**src/rtl/lsu_load_align_wb.sv**
```systemverilog
// Load writeback stage: aligns and extends a memory word, flags misaligned or
// illegal loads, and buffers results in a 2-entry queue toward the regfile.
module lsu_load_align_wb #(
  parameter int XLEN    = 32,
  parameter int RADDR_W = 5,
  parameter int OFF_W   = $clog2(XLEN/8)
) (
  input  logic               clk,
  input  logic               rst,
  input  logic               in_valid,
  output logic               in_ready,
  input  logic               in_is_load,
  input  logic [XLEN-1:0]    in_data,
  input  logic [OFF_W-1:0]   in_offset,
  input  logic [1:0]         in_size,
  input  logic               in_zero_ext,
  input  logic [RADDR_W-1:0] in_rd,
  output logic               wb_valid,
  input  logic               wb_ready,
  output logic               wb_we,
  output logic [RADDR_W-1:0] wb_rd,
  output logic [XLEN-1:0]    wb_data,
  output logic               wb_err,
  output logic [1:0]         wb_err_code
);

  localparam logic [1:0] SZ_B = 2'b00;
  localparam logic [1:0] SZ_H = 2'b01;
  localparam logic [1:0] SZ_W = 2'b10;
  localparam logic [1:0] SZ_D = 2'b11;

  localparam logic [1:0] ERR_NONE     = 2'b00;
  localparam logic [1:0] ERR_MISALIGN = 2'b01;
  localparam logic [1:0] ERR_ILLEGAL  = 2'b10;

  typedef struct packed {
    logic               we;
    logic               err;
    logic [1:0]         code;
    logic [RADDR_W-1:0] rd;
    logic [XLEN-1:0]    data;
  } entry_t;

  logic [2:0]      off_ext;
  logic [XLEN-1:0] shifted;
  logic [XLEN-1:0] size_mask;
  logic [XLEN-1:0] ext_data;
  logic            sign_bit;
  logic            illegal;
  logic            misaligned;
  entry_t          new_entry;

  entry_t     mem_q [2];
  entry_t     mem_d [2];
  logic       head_q;
  logic       head_d;
  logic [1:0] count_q;
  logic [1:0] count_d;
  logic       push;
  logic       pop;
  logic       tail;
  entry_t     head_entry;

  // The offset is widened to 3 bits so the D alignment check is uniform;
  // for XLEN=32 the top bit is simply zero.
  always_comb begin
    off_ext = 3'(in_offset);
    shifted = in_data >> {in_offset, 3'b000};

    size_mask = '1;
    sign_bit  = 1'b0;
    case (in_size)
      SZ_B: begin
        size_mask = XLEN'(64'h0000_0000_0000_00FF);
        sign_bit  = shifted[7];
      end
      SZ_H: begin
        size_mask = XLEN'(64'h0000_0000_0000_FFFF);
        sign_bit  = shifted[15];
      end
      SZ_W: begin
        size_mask = XLEN'(64'h0000_0000_FFFF_FFFF);
        sign_bit  = shifted[31];
      end
      default: begin
        size_mask = '1;
        sign_bit  = 1'b0;
      end
    endcase

    // Sign fill lands only above the access width; when the access is as
    // wide as XLEN the inverted mask is zero and the word passes through.
    ext_data = shifted & size_mask;
    if (sign_bit && !in_zero_ext) begin
      ext_data = ext_data | ~size_mask;
    end
  end

  always_comb begin
    illegal = ((in_size == SZ_D) && ((XLEN == 32) || in_zero_ext)) ||
              ((in_size == SZ_W) && in_zero_ext && (XLEN == 32));

    misaligned = 1'b0;
    case (in_size)
      SZ_H:    misaligned = off_ext[0] != 1'b0;
      SZ_W:    misaligned = off_ext[1:0] != 2'b00;
      SZ_D:    misaligned = off_ext != 3'b000;
      default: misaligned = 1'b0;
    endcase
  end

  // Illegal outranks misaligned; error entries carry no data and never write.
  always_comb begin
    new_entry.rd   = in_rd;
    new_entry.we   = 1'b0;
    new_entry.err  = 1'b0;
    new_entry.code = ERR_NONE;
    new_entry.data = '0;
    if (illegal) begin
      new_entry.err  = 1'b1;
      new_entry.code = ERR_ILLEGAL;
    end else if (misaligned) begin
      new_entry.err  = 1'b1;
      new_entry.code = ERR_MISALIGN;
    end else begin
      new_entry.we   = in_rd != '0;
      new_entry.data = ext_data;
    end
  end

  // in_ready depends on count_q alone, so back-pressure never forms a
  // combinational path from wb_ready.
  always_comb begin
    in_ready = count_q != 2'd2;
    wb_valid = count_q != 2'd0;
    push     = in_valid && in_ready && in_is_load;
    pop      = wb_valid && wb_ready;
    tail     = head_q ^ (count_q == 2'd1);
  end

  always_comb begin
    mem_d[0] = mem_q[0];
    mem_d[1] = mem_q[1];
    if (push) begin
      mem_d[tail] = new_entry;
    end
    head_d  = pop ? ~head_q : head_q;
    count_d = count_q + {1'b0, push} - {1'b0, pop};
  end

  always_ff @(posedge clk) begin
    if (rst) begin
      for (int i = 0; i < 2; i++) begin
        mem_q[i] <= '0;
      end
      head_q  <= 1'b0;
      count_q <= 2'd0;
    end else begin
      for (int i = 0; i < 2; i++) begin
        mem_q[i] <= mem_d[i];
      end
      head_q  <= head_d;
      count_q <= count_d;
    end
  end

  // Write enable and error flags are qualified by wb_valid so a stale head
  // never looks like a live write; rd/data keep showing the last head.
  always_comb begin
    head_entry  = mem_q[head_q];
    wb_we       = wb_valid && head_entry.we;
    wb_err      = wb_valid && head_entry.err;
    wb_err_code = wb_valid ? head_entry.code : ERR_NONE;
    wb_rd       = head_entry.rd;
    wb_data     = head_entry.data;
  end

endmodule

```
**config.mk**
```make
export PLATFORM = sky130hd
export DESIGN_NAME = lsu_load_align_wb
export DESIGN_NICKNAME = d
export VERILOG_FILES = /design/src/rtl/lsu_load_align_wb.sv
export SDC_FILE = /design/constraint.sdc
export NUM_CORES = 1
export LEC_CHECK = 0
export ABC_CLOCK_PERIOD_IN_PS = 2900
export CAP_MARGIN = 20
export CORE_MARGIN = 5
export CORE_UTILIZATION = 40
export CTS_CLUSTER_DIAMETER = 150
export DETAILED_ROUTE_END_ITERATION = 12
export MAX_ROUTING_LAYER = met4
export SYNTH_ARGS = -nofsm -noshare
export SYNTH_HDL_FRONTEND = slang
export SYNTH_SLANG_ARGS = --single-unit
```
**constraint.sdc**
```tcl
create_clock -name clk -period 2.9 [get_ports clk]
set_clock_uncertainty 0.05 [all_clocks]
set_input_delay 0.29 -clock clk [delete_from_list [all_inputs] [get_ports clk]]
set_output_delay 0.29 -clock clk [all_outputs]
set_load 0.1 [all_outputs]
```
==> results of run 1 <==
==> sequential cells by signal, indices dropped and copies added (netlist names), named ones only <==
| signal | cells |
|---|---|
| count_q | 2 |
| head_q | 1 |
| mem_q | 82 |
==> path summary, 6_finish.rpt <==
kind | endpoint | cells past startpoint | slack (ns)
setup / recovery | wb_data[13] | 3 | 0.70
hold / removal | mem_q[0][14] | 2 | 0.40
setup reg to reg | count_q[1] | 8 | 0.79
hold reg to reg | mem_q[0][14] | 2 | 0.40
==> cells in the final DEF (no fill, tap or decap), types with 2 or more instances in the layout <==
cell             netlist  routed
a221oi_4               2       2
a2bb2oi_1              7       7
a21oi_1               33      33
nand3b_1               4       4
mux2i_1               21      21
buf_4                  9      56
a21boi_0               8       8
xnor2_1                2       2
nor2b_1                3       3
o21ai_2                3       3
o41ai_2               14      14
nand2_2                8       8
inv_1                 12      12
a22o_1                 2       2
inv_6                  0       2
buf_2                  7       2
ha_1                   2       2
mux2_2                37      37
mux4_2                 7       7
nand2_1              112     112
a21o_1                 9       9
a22oi_4                2       2
o31ai_1               18      18
dfxtp_1               86      85
clkinv_4               0       2
o21ai_1                5       5
o211ai_1               2       2
o41ai_1                2       2
clkdlybuf4s50_1        0      44
nand3_1                3       3
nor2_1                14      14
nand2b_1               9       9
clkinvlp_4             0       3
clkbuf_16              0       9
o21ai_0               22      22
==> per-layer routing <==
layer	track usage (%)	wire length, um	share of wire, %	up-vias
met3	3.629	681	5.1	13
met2	30.41	6309	48	105
met5	-	0	0	-
met4	4.345	144	1.1	0
li1	-	-	-	1942
met1	25.78	6136	46	1921
==> cell type report <==
type / instances / area share [%]
Multi-Input combinational cell: 369 / 46.51
Sequential cell: 86 / 29.72
Timing Repair Buffer: 102 / 15.02
Clock buffer: 9 / 3.885
Tap cell: 143 / 3.087
Clock inverter: 7 / 0.9929
Inverter: 12 / 0.7770
==> kinds of logic (layout without fill, tap and decap cells) <==
logic type      Yosys count  after routing  synth area share (%)
compound gates          134            134                 22.53
xor+xnor                  4              4                 1.140
fa+ha+maj                 2              2                0.5300
buf+inv                  55            130                 6.546
flops                    86             86                 36.47
mux                      66             66                 17.17
simple gates            163            163                 15.61
==> where the power goes <==
| group | switching, mW | internal (mW) | leakage (nW) |
|---|---|---|---|
| Sequential | 0.0715 | 1.28 | 0.696 |
| Combinational | 1.03 | 0.451 | 1.51 |
| Clock | 0.501 | 0.589 | 0.129 |
==> synth_stat cells (all sizes together) (2+ instances only) <==
| library cell | n | share of area, % |
|---|---|---|
| o31ai | 18 | 2.9 |
| a221oi | 2 | 1.1 |
| nand3 | 5 | 0.90 |
| o21ai | 30 | 3.4 |
| a211oi | 2 | 0.42 |
| nand2 | 121 | 10 |
| mux2 | 37 | 8.8 |
| nand3b | 4 | 0.64 |
| a22oi | 3 | 1.1 |
| xnor2 | 3 | 0.95 |
| a2bb2oi | 7 | 1.3 |
| dfxtp | 86 | 36 |
| a21o | 9 | 1.4 |
| or2 | 2 | 0.27 |
| o41ai | 16 | 5.2 |
| clkbuf | 17 | 1.4 |
| a31oi | 2 | 0.26 |
| a21boi | 8 | 1.3 |
| mux4 | 8 | 3.9 |
| nand2b | 9 | 1.2 |
| nor2 | 14 | 1.1 |
| nor2b | 3 | 0.40 |
| a22o | 2 | 0.37 |
| a21oi | 33 | 3.5 |
| ha | 2 | 0.53 |
| o211ai | 2 | 0.32 |
| inv | 12 | 0.95 |
| buf | 26 | 4.2 |
| mux2i | 21 | 4.5 |
==> worst max-delay path, delay by kind of cell, from the launching register on <==
family	cells	cell delay (ns)
buf+inv	2	0.75
flops	1	0.31
mux	1	0.44
==> qor.csv, run 1 <==
metric,value,unit
max_cap viols,0,
HP Start,mem_q[0][14],
Post-Syn Instances,510,
total nets after synthesis,559,
Post-DRT Antenna Nets,0,
HPWL Detailed,9.260,mm
CORE AREA,0.01152,mm2
Area Growth Syn to Fin,22.79,%
CTS Root Cell,clkbuf_16,
largest net degree at the start of global routing,43,
Via density,5.468,
clk buf depth,2,
CTS resizes,0,
buffers added on ports,89,
worst setup margin,0.6958,ns
Max IR drop VDD,0.2633,mV
CP max-delay cell,buf_4,
"Clk Latency, worst-skew pair",0.33,ns
die area,0.01407,mm2
1st-pass router iterations,5,
Die Ht,118.6,um
Syn Area/Cell,9.256,um2
synth unique cells,50,
P per Cell Area,677.3,mW/mm2
layout cells sized above 1,26.84,%
Die W,118.6,um
Worst Path Max Fanout,41,
Final Core Density,50.34,%
post-synthesis sequential area ratio,36.47,%
Rows,39,
Clock Sinks,86,
CTS tree,yes,
Placement Setup Slack,0.3875,ns
# DRC,0,
Crit path top cell by count,buf_4,
clock period minus worst slack,2.204,ns
WS Path Type,reg -> out,
WL/cell,18.23,um
worst path cell trace,"buf_4, mux2_2, buf_4",
Antenna Cells,0,
most common flop cell mapped by yosys,dfxtp_1,
fill count,1096,
Final Max Tran Viols,0,
RSZ-0062 raised after global routing,no,
Final Hold Fails,0,
Hold Buf Count CTS,0,
number of synthesized flops with an enable pin,0,
Post-DP Area,0.005514,mm2
vias in the first global route,4029,
Peak Freq,453.7,MHz
leakage,2.339,nW
gpl congestion,0.7911,
post-route non-filler standard cell count,728,
final hold slack,0.3985,ns
placed insts,712,
Seq. cell area,0.001723,mm2
initial antenna violation count,0,
WP data required,2.56,ns
cts bufs inserted,9,
GRT Total Usage,19.27,%
Ports,90,
routed via count,3981,
Synthesis Warnings,0,
Hold Crit Class,reg -> reg,
post-CTS setup buffer count,0,
setup TNS,0,ns
clock-pin slew on the worst setup and hold paths,0.07,ns
post-synthesis async set-or-reset flop share,0,%
Starting Density,40.99,%
crit path capture type,output pin,
fin crit share,76.01,%
initial drt markers,260,
status,"finished, final reports clean",
CP arrival,1.86,ns
Critical Path Max Stage Delay,0.51,ns
first-pass GRT wire length,21.34,mm
fin nets,629,
final-report setup violation count,0,
Total Power,3.926,mW
Setup crit start kind,flip-flop,
Seq cells post-synth,86,
CTS H-tree lvls,3,
Slew headroom,49.24,%
"wirelength, routed",13.27,mm
area of the multi-input gates,0.002696,mm2
Critical R2R Launch,count_q[0],
Congestion Overflow GR,0,
cell area after layout,0.005797,mm2
Post-Syn Area,0.004721,mm2
Worst Tran Pin Value,0.7614,ns
(Power assumes the default switching activity.)
==> run 2: changes to the inputs <==
--- a/config.mk
+++ b/config.mk
@@ -5,7 +5,7 @@
 export SDC_FILE = /design/constraint.sdc
 export NUM_CORES = 1
 export LEC_CHECK = 0
-export ABC_CLOCK_PERIOD_IN_PS = 2900
+export ABC_CLOCK_PERIOD_IN_PS = 2300
 export CAP_MARGIN = 20
 export CORE_MARGIN = 5
 export CORE_UTILIZATION = 40
==> constraint.sdc (replaced) <==
create_clock -name clk -period 2.3 [get_ports clk]
set_clock_uncertainty 0.05 [all_clocks]
set_input_delay 0.23 -clock clk [delete_from_list [all_inputs] [get_ports clk]]
set_output_delay 0.23 -clock clk [all_outputs]
set_load 0.1 [all_outputs]
==> qor.csv, run 2 (synthesis gave the netlist of run 1 again) <==
metric,value,unit,change
status,"finished, final reports clean",,
largest net degree at the start of global routing,35,,-19%
reg2reg setup slack,0.20,ns,-0.59 ns
clock-pin slew on the worst setup and hold paths,0.06,ns,about the same
WS Path Type,reg -> reg,,
worst setup margin,0.1969,ns,-0.4990 ns
fin nets,636,,+1.1%
initial drt markers,207,,-20%
max reg flops,82,,unchanged
fill count,1036,,-5.5%
clk buf depth,2,,unchanged
Critical R2R Launch,count_q[1],,
Final Max Tran Viols,0,,unchanged
"wirelength, routed",12.99,mm,-2.1%
met2 Usage GRT,30.44,%,+0.036 points
HP Start,rst,,
CTS Root Cell,clkbuf_16,,
Setup crit start kind,flip-flop,,
cell area after layout,0.006437,mm2,+11%
Congestion Overflow GR,0,,unchanged
reg2reg end,mem_q[1][40],,
post-CTS setup buffer count,0,,unchanged
Top Usage Layer GRT,met2,,
cts bufs inserted,9,,unchanged
Setup crit start,count_q[1],,
WL/cell,17.67,um,-3.1%
Max IR drop VDD,0.3828,mV,+45%
P per Cell Area,807.6,mW/mm2,+19%
CORE AREA,0.01152,mm2,unchanged
crit path capture type,flip-flop,,
CTS resizes,0,,unchanged
1st-pass router iterations,5,,unchanged
GRT Total Usage,19.60,%,+0.33 points
"most common cell after layout, fill and taps aside",nand2_1,,
Die W,118.6,um,unchanged
CTS H-tree lvls,3,,unchanged
"Clk Latency, worst-skew pair",0.33,ns,about the same
Antenna Cells,0,,unchanged
Post-DRT Antenna Nets,0,,unchanged
max_cap viols,0,,unchanged
Largest regs,"mem_q (82), count_q (2), head_q (1)",,
Worst Tran Pin Value,0.8490,ns,+0.08758 ns
Peak Freq,475.5,MHz,
first-pass GRT wire length,21.74,mm,+1.9%
Clock Sinks,86,,unchanged
Area Growth Syn to Fin,36.36,%,
HPWL Detailed,9.479,mm,+2.4%
Slew headroom,43.40,%,-5.8 points
placed insts,719,,+0.98%
clock period minus worst slack,2.103,ns,
Rows,39,,unchanged
Final Hold Fails,0,,unchanged
Die Ht,118.6,um,unchanged
vias in the first global route,4135,,+2.6%
Hold Crit Class,in -> reg,,
post-route non-filler standard cell count,735,,+0.96%
Post-DP Area,0.006155,mm2,+12%
final-report setup violation count,0,,unchanged
CTS tree,yes,,
Worst Path Max Fanout,24,,-41%
routing usage on met3,2.865,%,-0.76 points
WP data required,2.52,ns,-0.04 ns
met1 Track Usage GR,26.59,%,+0.82 points
buffers added on ports,89,,unchanged
Hold Path Depth,2,,unchanged
most frequent cells in the layout,"nand2_1, dfxtp_1, buf_12",,
leakage,2.521,nW,+7.8%
layout cells sized above 1,28.55,%,+1.7 points
routed via count,4001,,+0.50%
die area,0.01407,mm2,unchanged
setup TNS,0,ns,unchanged
CP arrival,2.32,ns,+0.46 ns
FF-to-FF path depth,4,,-4
fin crit share,91.44,%,
Starting Density,40.99,%,unchanged
Placement Setup Slack,0.04874,ns,-0.3388 ns
Via density,5.444,,-0.45%
gpl congestion,0.8035,,+1.6%
RSZ-0062 raised after global routing,no,,
# DRC,0,,unchanged
largest register by flop count,mem_q,,
initial antenna violation count,0,,unchanged
Hold Buf Count CTS,0,,unchanged
Ports,90,,unchanged
==> run 2: changes by cell type in the layout (fill, tap and decap cells not counted), sizes merged <==
| cell | change |
|---|---|
| clkinvlp | -2 |
| clkbuf | +1 |
| buf | +7 |
| clkinv | +1 |
==> run 2: per-stage QoR <==
stage | utilization, % | power (mW) | hold slack, ns
after global placement | 53.44 | 3.854 | 0.3773
after CTS | 55.90 | 5.248 | 0.1586
after floorplan | - | 3.191 | 0.3160
after global routing | 55.90 | 5.426 | 0.1983
final | 55.90 | 5.199 | 0.1597
after detailed placement | 53.44 | 3.880 | 0.3873
==> run 2: how the worst max path moves through the flow <==
stage / cells past startpoint / to / slack (ns)
6_report: 4 / mem_q[1][40] / 0.20
5_1_grt: 4 / mem_q[1][2] / 0.001
4_1_cts: 4 / mem_q[1][4] / 0.21
3_5_place_dp: 5 / mem_q[1][40] / 0.05
3_3_place_gp: 5 / mem_q[1][2] / 0.1
2_1_floorplan: 8 / count_q[1] / 0.20
==> run 2: routing by layer <==
metal	share of wire, %	vias up	wire, um
met4	1.3	0	164
met2	47	111	6089
met1	48	1915	6176
met3	4.3	12	557
met5	0	-	0
li1	-	1963	-
==> run 2: where the power goes <==
part	switching (mW)	internal, mW
clock	0.602	0.767
combinational	1.33	0.788
sequential	0.0956	1.62
==> run 2: area by class of cell <==
type	instances	area [um2]	share of cell area, %
clock buffer	10	239.0	3.712
clock inverter	6	43.79	0.6803
inverter	12	45.04	0.6997
multi-input combinational	369	2709	42.08
sequential	86	1723	26.76
tap	143	178.9	2.779
timing repair buffer	109	1499	23.28
==> run 2: worst max-delay path: stages (launching register included) <==
cell     delay, ns
dfxtp_1       0.51
and4b_1       0.39
a22oi_4       0.77
nand2_1       0.13
a21oi_1       0.16
==> run 3: changes to the inputs <==
--- a/config.mk
+++ b/config.mk
@@ -12,6 +12,8 @@
 export CTS_CLUSTER_DIAMETER = 150
 export DETAILED_ROUTE_END_ITERATION = 12
 export MAX_ROUTING_LAYER = met4
+export RECOVER_POWER = 25
+export SKIP_CTS_REPAIR_TIMING = 1
 export SYNTH_ARGS = -nofsm -noshare
 export SYNTH_HDL_FRONTEND = slang
 export SYNTH_SLANG_ARGS = --single-unit
==> qor.csv, run 3 (synthesis gave the netlist of run 1 again) <==
metric,value,unit,change
buffers added on ports,89,,unchanged
gpl congestion,0.8035,,unchanged
setup TNS,0,ns,unchanged
largest net degree at the start of global routing,35,,unchanged
crit path capture type,output pin,,
max_cap viols,0,,unchanged
Net Sw Frac,39.20,%,+0.24 points
fill count,1043,,+0.68%
final hold slack,0.1557,ns,-0.003992 ns
layout cells sized above 1,25.68,%,-2.9 points
"Clk Latency, worst-skew pair",0.34,ns,about the same
WL/cell,17.67,um,about the same
Reg power frac,33.3,%,+0.3 points
"wirelength, routed",12.98,mm,about the same
initial antenna violation count,0,,unchanged
CTS H-tree lvls,3,,unchanged
Setup crit start kind,flip-flop,,
Worst Tran Pin Value,0.8320,ns,-0.01697 ns
Post-DRT Antenna Nets,0,,unchanged
GRT Total Usage,19.60,%,unchanged
WP data required,2.02,ns,-0.50 ns
HPWL Detailed,9.479,mm,unchanged
Hold Crit Class,in -> reg,,
cts bufs inserted,9,,unchanged
clk buf depth,2,,unchanged
Seq. cell area,0.001723,mm2,unchanged
most frequent cells in the layout,"nand2_1, dfxtp_1, clkdlybuf4s50_1, buf_12, a21oi_1",,
fin crit share,93.28,%,+1.8 points
area of the multi-input gates,0.002704,mm2,-0.18%
Congestion Overflow GR,0,,unchanged
RSZ-0062 raised after global routing,no,,
Final Hold Fails,0,,unchanged
vias in the first global route,4135,,unchanged
Worst Path Max Fanout,23,,-4.2%
clock-pin slew on the worst setup and hold paths,0.06,ns,about the same
Max IR drop VDD,0.3827,mV,about the same
Starting Density,40.99,%,unchanged
Placement Setup Slack,0.04874,ns,unchanged
CTS tree,yes,,
Peak Freq,466.1,MHz,-2.0%
Final Max Tran Viols,0,,unchanged
# DRC,0,,unchanged
fin nets,636,,unchanged
largest register by flop count,mem_q,,
leakage,2.528,nW,+0.31%
Clock Sinks,86,,unchanged
1st-pass router iterations,4,,-1
max reg flops,82,,unchanged
placed insts,719,,unchanged
post-route non-filler standard cell count,735,,unchanged
worst setup margin,0.1545,ns,-0.04234 ns
WS Path Type,reg -> out,,
Clk pwr share,26.6,%,+0.3 points
first-pass GRT wire length,21.74,mm,unchanged
Via density,5.438,,about the same
clock period minus worst slack,2.145,ns,+0.04234 ns
power share of the combinational group,40.2,%,-0.5 points
"most common cell after layout, fill and taps aside",nand2_1,,
CORE AREA,0.01152,mm2,unchanged
Area Growth Syn to Fin,35.46,%,
die area,0.01407,mm2,unchanged
Die Ht,118.6,um,unchanged
Ports,90,,unchanged
final-report setup violation count,0,,unchanged
Rows,39,,unchanged
P per Cell Area,806.0,mW/mm2,-0.20%
status,"finished, final reports clean",,
Total Power,5.154,mW,-0.85%
CTS Root Cell,clkbuf_16,,
Die W,118.6,um,unchanged
Antenna Cells,0,,unchanged
Largest regs,"mem_q (82), count_q (2), head_q (1)",,
internal cell power,3.134,mW,-1.3%
initial drt markers,231,,+12%
CP arrival,1.87,ns,-0.45 ns
routed via count,3997,,-0.10%
switching power,2.020,mW,-0.23%
Slew headroom,44.53,%,+1.1 points
-- run 3: cell types whose count changed in the layout (fill, tap and decap cells not counted) --
cell and change:
mux2_1 +15, buf_12 -2, nor2_2 -2, buf_4 -5, clkbuf_2 +5, mux2_2 -15, clkbuf_4 +2, nor2_1 +2
-- run 3: path summary, 6_finish.rpt --
path	from	to	slack, ns	cells after the start
min reg2reg	mem_q[0][7]	mem_q[0][7]	0.40	2
min	rst	head_q	0.16	2
max	flip-flop	wb_data[19]	0.15	3
max reg2reg	count_q[1]	mem_q[1][40]	0.22	4
-- run 3: layout make-up --
| cell class | instances | share of cell area (%) |
|---|---|---|
| Clock buffer | 10 | 3.737 |
| Clock inverter | 6 | 0.6848 |
| Inverter | 12 | 0.7044 |
| Multi-Input combinational cell | 369 | 42.28 |
| Sequential cell | 86 | 26.94 |
| Tap cell | 143 | 2.798 |
| Timing Repair Buffer | 109 | 22.85 |
-- run 3: critical path, cell delays in order (launching register included) --
cell and delay [ns]:
dfxtp_2 0.33, clkbuf_2 0.54, mux2_2 0.46, buf_12 0.18
-- run 3: metrics by stage --
| stage | area (um2) | utilization, % |
|---|---|---|
| after floorplan | 4733 | - |
| after global placement | 6155 | 53.44 |
| after detailed placement | 6155 | 53.44 |
| after CTS | 6437 | 55.90 |
| after global routing | 6395 | 55.53 |
| final | 6395 | 55.53 |
-- run 3: metal layers --
metal  track usage (%)  vias up  routed length, um
li1                  -     1963                  -
met1             26.59     1909               6073
met2             30.44      116               6167
met3             2.865        9                616
met4             5.793        0                126
met5                 -        -                  0
-- run 3: power by group through the flow --
stage               combinational (mW)  clock, mW  sequential [mW]
finish                            2.07       1.37             1.71
global route                      2.20       1.45             1.73
CTS                               2.14       1.40             1.72
detailed placement                2.13          0             1.75
global placement                  2.11          0             1.74
floorplan                         1.47          0             1.72
